**config.mk**
```make
export PLATFORM = sky130hd
export DESIGN_NAME = dec_n_seq
export DESIGN_NICKNAME = d
export VERILOG_FILES = /design/src/rtl/dec_n_seq.sv
export SDC_FILE = /design/constraint.sdc
export NUM_CORES = 1
export LEC_CHECK = 0
export BUFFER_PORTS_ARGS = -buffer_cell sky130_fd_sc_hd__buf_2
export CAP_MARGIN = 20
export CORE_ASPECT_RATIO = 0.9
export CORE_UTILIZATION = 31
export CTS_CLUSTER_DIAMETER = 50
export DETAILED_ROUTE_END_ITERATION = 12
export GPL_TIMING_DRIVEN = 0
export PLACE_DENSITY = 0.58
export SLEW_MARGIN = 20
export SYNTH_ARGS = -nofsm -noshare
export SYNTH_HDL_FRONTEND = slang
export SYNTH_SLANG_ARGS = --single-unit
```
**constraint.sdc**
```tcl
create_clock -name clk -period 2.4 [get_ports clk]
set_clock_uncertainty 0.05 [all_clocks]
set_input_delay 0.12 -clock clk [delete_from_list [all_inputs] [get_ports clk]]
set_output_delay 0.12 -clock clk [all_outputs]
set_load 0.02 [all_outputs]
```
**src/rtl/dec_n_seq.sv**
```systemverilog
// Registered N-to-2^N one-hot decoder with hold, timed-pulse and auto-scan modes.
// Define DEC_ACTIVE_LOW_EN to make y one-cold (active-low, all ones when inactive).
module dec_n_seq #(
  parameter int N         = 2,
  parameter int PULSE_LEN = 3,
  parameter int SCAN_DIV  = 4
) (
  input  logic               clk,
  input  logic               rst_n,
  input  logic               en,
  input  logic               load,
  input  logic [1:0]         mode,
  input  logic [N-1:0]       sel,
  output logic [0:(1<<N)-1]  y,
  output logic [N-1:0]       idx,
  output logic               busy
);

  localparam int OUT_W = 1 << N;

`ifdef DEC_ACTIVE_LOW_EN
  localparam logic [0:OUT_W-1] Y_IDLE = '1;
  localparam logic             Y_ACT  = 1'b0;
`else
  localparam logic [0:OUT_W-1] Y_IDLE = '0;
  localparam logic             Y_ACT  = 1'b1;
`endif

  // Counters start at 0 on entry, so the terminal value is LEN-1.
  localparam logic [7:0] PULSE_LAST = 8'(PULSE_LEN - 1);
  localparam logic [7:0] SCAN_LAST  = 8'(SCAN_DIV - 1);

  localparam logic [1:0] MODE_HOLD  = 2'b00;
  localparam logic [1:0] MODE_PULSE = 2'b01;
  localparam logic [1:0] MODE_SCAN  = 2'b10;

  typedef enum logic [1:0] {
    IDLE  = 2'd0,
    HOLD  = 2'd1,
    PULSE = 2'd2,
    SCAN  = 2'd3
  } state_t;

  state_t       state;
  logic [7:0]   cnt;
  logic         accept;
  logic [N-1:0] idx_next;

  function automatic logic [0:OUT_W-1] decode(input logic [N-1:0] code);
    logic [0:OUT_W-1] r;
    r       = Y_IDLE;
    r[code] = Y_ACT;
    return r;
  endfunction

  // A running pulse swallows commands; reserved mode 11 is never accepted.
  assign accept   = load && (state != PULSE) && (mode != 2'b11);
  assign idx_next = idx + N'(1);

  always_ff @(posedge clk or negedge rst_n) begin
    if (!rst_n) begin
      state <= IDLE;
      y     <= Y_IDLE;
      idx   <= '0;
      busy  <= 1'b0;
      cnt   <= '0;
    end else if (!en) begin
      state <= IDLE;
      y     <= Y_IDLE;
      busy  <= 1'b0;
      cnt   <= '0;
    end else if (accept) begin
      cnt <= '0;
      idx <= sel;
      y   <= decode(sel);
      case (mode)
        MODE_HOLD: begin
          state <= HOLD;
          busy  <= 1'b0;
        end
        MODE_PULSE: begin
          state <= PULSE;
          busy  <= 1'b1;
        end
        MODE_SCAN: begin
          state <= SCAN;
          busy  <= 1'b1;
        end
        default: begin
          state <= state;
        end
      endcase
    end else begin
      case (state)
        PULSE: begin
          if (cnt == PULSE_LAST) begin
            state <= IDLE;
            y     <= Y_IDLE;
            busy  <= 1'b0;
            cnt   <= '0;
          end else begin
            cnt <= cnt + 8'd1;
          end
        end
        SCAN: begin
          if (cnt == SCAN_LAST) begin
            cnt <= '0;
            idx <= idx_next;
            y   <= decode(idx_next);
          end else begin
            cnt <= cnt + 8'd1;
          end
        end
        default: begin
          cnt <= cnt;
        end
      endcase
    end
  end

  // y is either fully inactive or has exactly one active line.
  assert property (@(posedge clk) disable iff (!rst_n) $onehot0(y ^ Y_IDLE));

endmodule

```
; Yosys cells after proc, flatten, opt, wreduce, memory -nomap -nowiden
; Index checks and enable logic that the tools add are counted.
[word_totals]
register_bits = 17
word_cells = 67
out_inout_bits = 7
in_bits = 8
[classes]
muxes = 27
add_sub_neg = 2
n_reduce_logical = 12
bitwise = 2
order_cmp = 4
n_eq_ne = 15
[ops]
columns = op, count
row1 = 2-to-1 mux 8 bit, 4
row2 = equality test 8 x 2 -> 1 bit (second input constant), 2
row3 = 2-to-1 mux 4 bit, 4
row4 = case mux 8 bit (2 select lines), 1
row5 = 2-to-1 mux 2 bit, 7
row6 = AND reduction 3 bit, 4
row7 = adder 8 x 1 -> 8 bit (second input constant), 1
row8 = inequality test 4 bit (second input constant), 2
row9 = case mux 4 bit (2 select lines), 1
row10 = equality test 2 bit (second input constant), 3
row11 = greater-or-equal comparator 3 bit (second input constant), 2
row12 = < comparator 3 x 1 -> 1 bit (second input constant), 2
row13 = 2-to-1 mux 1 bit, 6
row14 = inequality test 3 x 1 -> 1 bit (second input constant), 2
row15 = inverter 2 -> 3 bit, 2
row16 = case mux 2 bit (3 select lines), 1
row17 = inequality test 5 x 2 -> 1 bit (second input constant), 1
row18 = demux 1 bit (select 2 bit), 2
row19 = logical AND 1 bit, 4
row20 = inequality test 2 bit (second input constant), 2
row21 = inequality test 4 x 1 -> 1 bit (second input constant), 1
row22 = inequality test 4 x 3 -> 1 bit (second input constant), 1
row23 = nonzero test 2 bit, 2
row24 = adder 2 x 1 -> 2 bit (second input constant), 1
row25 = 4 further kinds, 4

; Logic depth before layout (Yosys ltp)
[depth]
ltp_word = 10
depth_mapped = 6
depth_no_buf = 6

; Worst setup path after synthesis
; OpenSTA, ideal clock, no wires.
[synth_timing]
path_type = reg2reg
startpoint = register cnt[5]
endpoint = register y[0] (netlist name)
n_path_buf = 0
period_less_slack_ns = 1.756
required_time_ns = 2.225
path_slack_ns = 0.644
arrival_time_ns = 1.581
stages_incl_launch_ff = 5
setup_time_ns = 0.125
path_cell_list = dfrtp_1 > nor4_4 > nand2_2 > o311ai_4 > mux2_2
[synth_via]
elab_chain_len = 3
elab_cells_between_ends = 5
classes_between = eq/ne (4) / reduce/logical (1)
[synth_rtl]
columns = item, line_no
row1 = "start, declared", 45  ; logic [7:0] cnt;
row2 = "start signal, assigned", 102  ; cnt <= cnt + 8'd1;
row3 = "start signal, assigned", 111  ; cnt <= cnt + 8'd1;
row4 = "start signal, assigned", 115  ; cnt <= cnt;
row5 = "equality test 8 x 2 -> 1 bit, on equally long branches", "106, 96"
row6 = inequality test 4 bit (no line), --
row7 = AND reduction 3 bit (no line) *, --
row8 = "end signal, assigned", 75  ; y <= decode(sel);
row9 = "end signal, assigned", 109  ; y <= decode(idx_next);
row10 = "end, declared", 14  ; output logic [0:(1<<N)-1] y,
; Every way passes the cells marked *; elsewhere a longest branch is shown, timed or not.
; A chain may end at the register's enable or synchronous reset.

; Worst setup path in the final report
[layout_timing]
startpoint = register cnt[4]
endpoint = register y[3] (netlist name)
; The elaborated chain is that of the path after synthesis.

==> results.py <==
metrics = {
    "layout": {
        "final_nets": 160,
        "antennaDiodeCount": 0,
        "area_growth_syn_to_layout_pct": 14.95,
        "drive_gt1_frac": 0.2143,
        "fin_area_sq_um": 1356,
    },
    "global_routing": {
        "gr-total-overflow": 0,
        "grt_max_degree": 18,
        "first_global_vias": 1003,
        "grt_util_all_layers": 0.1528,
        "grt_pass1_wl_mm": 4.519,
        "antenna_found_initial": 0,
    },
    "synth": {
        "synthArstFlopShare": 1.000,
        "synth_top_cell_by_area": "dfrtp_1",
        "synth_area_leaders": "dfrtp_1, ha_1, nand4_1, mux2_2, a21oi_1",
        "syn_inst": 122,
        "synth_edf_count": 0,
        "synth_top_family_by_area": "simple AND/OR/NAND/NOR gates",
        "synth.distinct_cells": 38,
        "yosysSeqAreaShare": 0.3606,
        "synth-compound-area-share": 0.1654,
        "synth-xor-area-share": 0.02227,
        "avgSynthCellArea_sq_um": 9.671,
        "synthMuxAreaShare": 0.04666,
        "synth.most_common_cell": "dfrtp_1",
        "synth_area_sq_um": 1180,
        "synth_nets": 141,
        "ys_seq_elements": 17,
        "ys.flop_type": "dfrtp_1",
        "synth_commonest_cells": "dfrtp_1, ha_1, nand2_1, inv_1, nand4_1",
        "yosys.area.top_type_share": 0.3606,
        "synth-adder-area-share": 0.1166,
        "yosysWarnings": 0,
        "synth-simple-area-share": 0.2301,
    },
    "place": {
        "gp_congestion": 0.8047,
        "dpl_cell_area_sq_um": 1300,
        "dpl.hpwl_mm": 1.959,
        "numPortBuffers": 13,
    },
    "clocking": {
        "cts_setup_buffers": 0,
        "clkTransAtPathRegs_ns": 0.07,
        "cts-buffers-inserted": 3,
        "cts_sinks": 17,
        "cts_max_level": 1,
        "clock_latency_ns": 0.25,
        "clockBufferDepth": 2,
        "cts_tree": "yes",
        "cts-root-buf": "clkbuf_8",
    },
    "timing": {
        "hold_violations": 0,
        "rsz0062_at_grt": "no",
        "setup_viol": 0,
        "worst_pin_slew_ns": 0.4452,
        "final_max_slew_viol_count": 0,
        "whs_ns": 0.03920,
        "relSlewSlack": 0.7025,
        "finalSetupTns_ns": 0,
        "period_share": 0.8074,
        "finalCriticalPeriod_ns": 1.938,
        "fmax_ghz": 0.5161,
    },
    "pwr": {
        "leakagePower_nw": 0.6317,
        "ir_drop_mv": 0.2641,
        "power_density_nw_per_um2": 508.8,
    },
    "die": {
        "core-area_sq_um": 3503,
        "num_rows": 20,
        "die-area_sq_um": 4057,
        "io_pins": 15,
        "die_h_microns": 60.53,
        "dieWidth_microns": 67.03,
        "initial_utilization": 0.3368,
    },
    "outcome": {
        "status": "finished clean",
    },
    "route": {
        "drt-initial-drc-count": 20,
        "dr.pass1.iters": 4,
        "num_vias": 996,
        "post-route-drc-count": 0,
        "wl_mm": 2.649,
        "wl_per_cell_microns": 14.40,
        "viasPerCell": 5.413,
        "drtAntennaViolNets": 0,
    },
    "worst_setup_path": {
        "cp_slowest_stage_delay_ns": 0.46,
        "cp.required_ns": 2.49,
        "cp_data_arrival_time_ns": 2.02,
        "critPathTopFamily": "simple AND/OR/NAND/NOR gates",
        "critPathLaunchType": "register",
        "crit_fanout": 8,
        "reg2reg_from": "cnt[4]",
        "worstPathBufferInverterCount": 0,
        "path_cells": "nor4_4, nand2_2, o311ai_4, mux2_2",
        "critPathKind": "reg -> reg",
        "crit_slowest_cell": "o311ai_4",
        "worstSetupEndpointType": "register",
        "worstSetupStartpoint": "cnt[4]",
    },
    "min_path": {
        "worstHoldStart": "en",
        "hold_class": "in -> reg",
    },
    "flow_run": {
        "cap_violations": 0,
    },
}
[per-stage QoR]
stage / setup WS, ns / utilization / cells / power (mW)
floorplan: 0.6441 / - / 122 / 0.4262
global placement: 0.4876 / 0.3711 / 179 / 0.4702
detailed placement: 0.4712 / 0.3711 / 179 / 0.4766
CTS: 0.4502 / 0.3871 / 184 / 0.6951
global route: 0.3305 / 0.3871 / 184 / 0.7293
finish: 0.4622 / 0.3871 / 184 / 0.6901
[cell families after synthesis]
group	count (synthesis)
mux	5
simple gates	46
flops	17
xor+xnor	3
compound gates	27
fa+ha+maj	11
buf+inv	13
[registers in the layout, indices dropped and copies added (netlist names)]
name and cells:
busy 1, idx 2, state 2, y 4
cnt 8
[path summary, 6_finish.rpt]
check                      endpoint  slack (ns)  cells after the start
setup / recovery               y[3]        0.46                      4
hold / removal               idx[1]        0.04                      2
setup reg to reg               y[3]        0.46                      4
hold reg to reg                y[2]        0.46                      1
max in group asynchronous      y[3]        1.75                      2
min in group asynchronous    cnt[1]        0.28                      2
[worst register-to-register path, delay by kind of cell (launching register included)]
family,cells,cell delay (ns)
multiplexers,1,0.39
flip-flops,1,0.44
AND/OR/NAND/NOR,2,0.49
AO/OA/AOI/OAI,1,0.46
[placed cells by master (no fill, tap or decap), drive strengths merged, types with 3 or more instances in the layout]
cell type / netlist / routed
ha: 11 / 11
xor2: 3 / 3
clkbuf: 0 / 3
nand2: 11 / 11
dfrtp: 17 / 17
o21ai: 5 / 5
a21oi: 8 / 8
nand2b: 3 / 3
nor2: 7 / 7
nand3: 3 / 3
mux2: 4 / 4
nand4: 9 / 9
inv: 9 / 9
buf: 4 / 17
[area by class of cell]
| cell class | instances | area [sq um] |
|---|---|---|
| fill | 358 | 2147 |
| multi-input combinational | 92 | 685.7 |
| sequential | 17 | 425.4 |
| timing repair buffer | 14 | 75.07 |
| tap | 44 | 55.05 |
| clock buffer | 3 | 41.29 |
| buffer | 4 | 35.03 |
| inverter | 9 | 33.78 |
| clock inverter | 1 | 5.005 |
[report_power, final]
group / switching, mW / internal [mW] / total, mW / leakage, nW
Sequential: 0.0178 / 0.302 / 0.320 / 0.228
Combinational: 0.0937 / 0.0614 / 0.155 / 0.378
Clock: 0.100 / 0.115 / 0.215 / 0.0255
[per-layer routing]
metal  global-route usage  wire length (microns)  part of all wire
met1               0.1863                   1229              0.46
met2               0.2586                   1278              0.48
met3              0.03008                     84             0.032
met4              0.07599                     57             0.022
met5                    0                      0                 0
[repair_timing]
action | in CTS | in global routing
resized for setup | 0 | 0
hold buffers | 1 | 0
endpoints found under the hold margin | 17 | 0
Power figures use the tool's default switching activity.
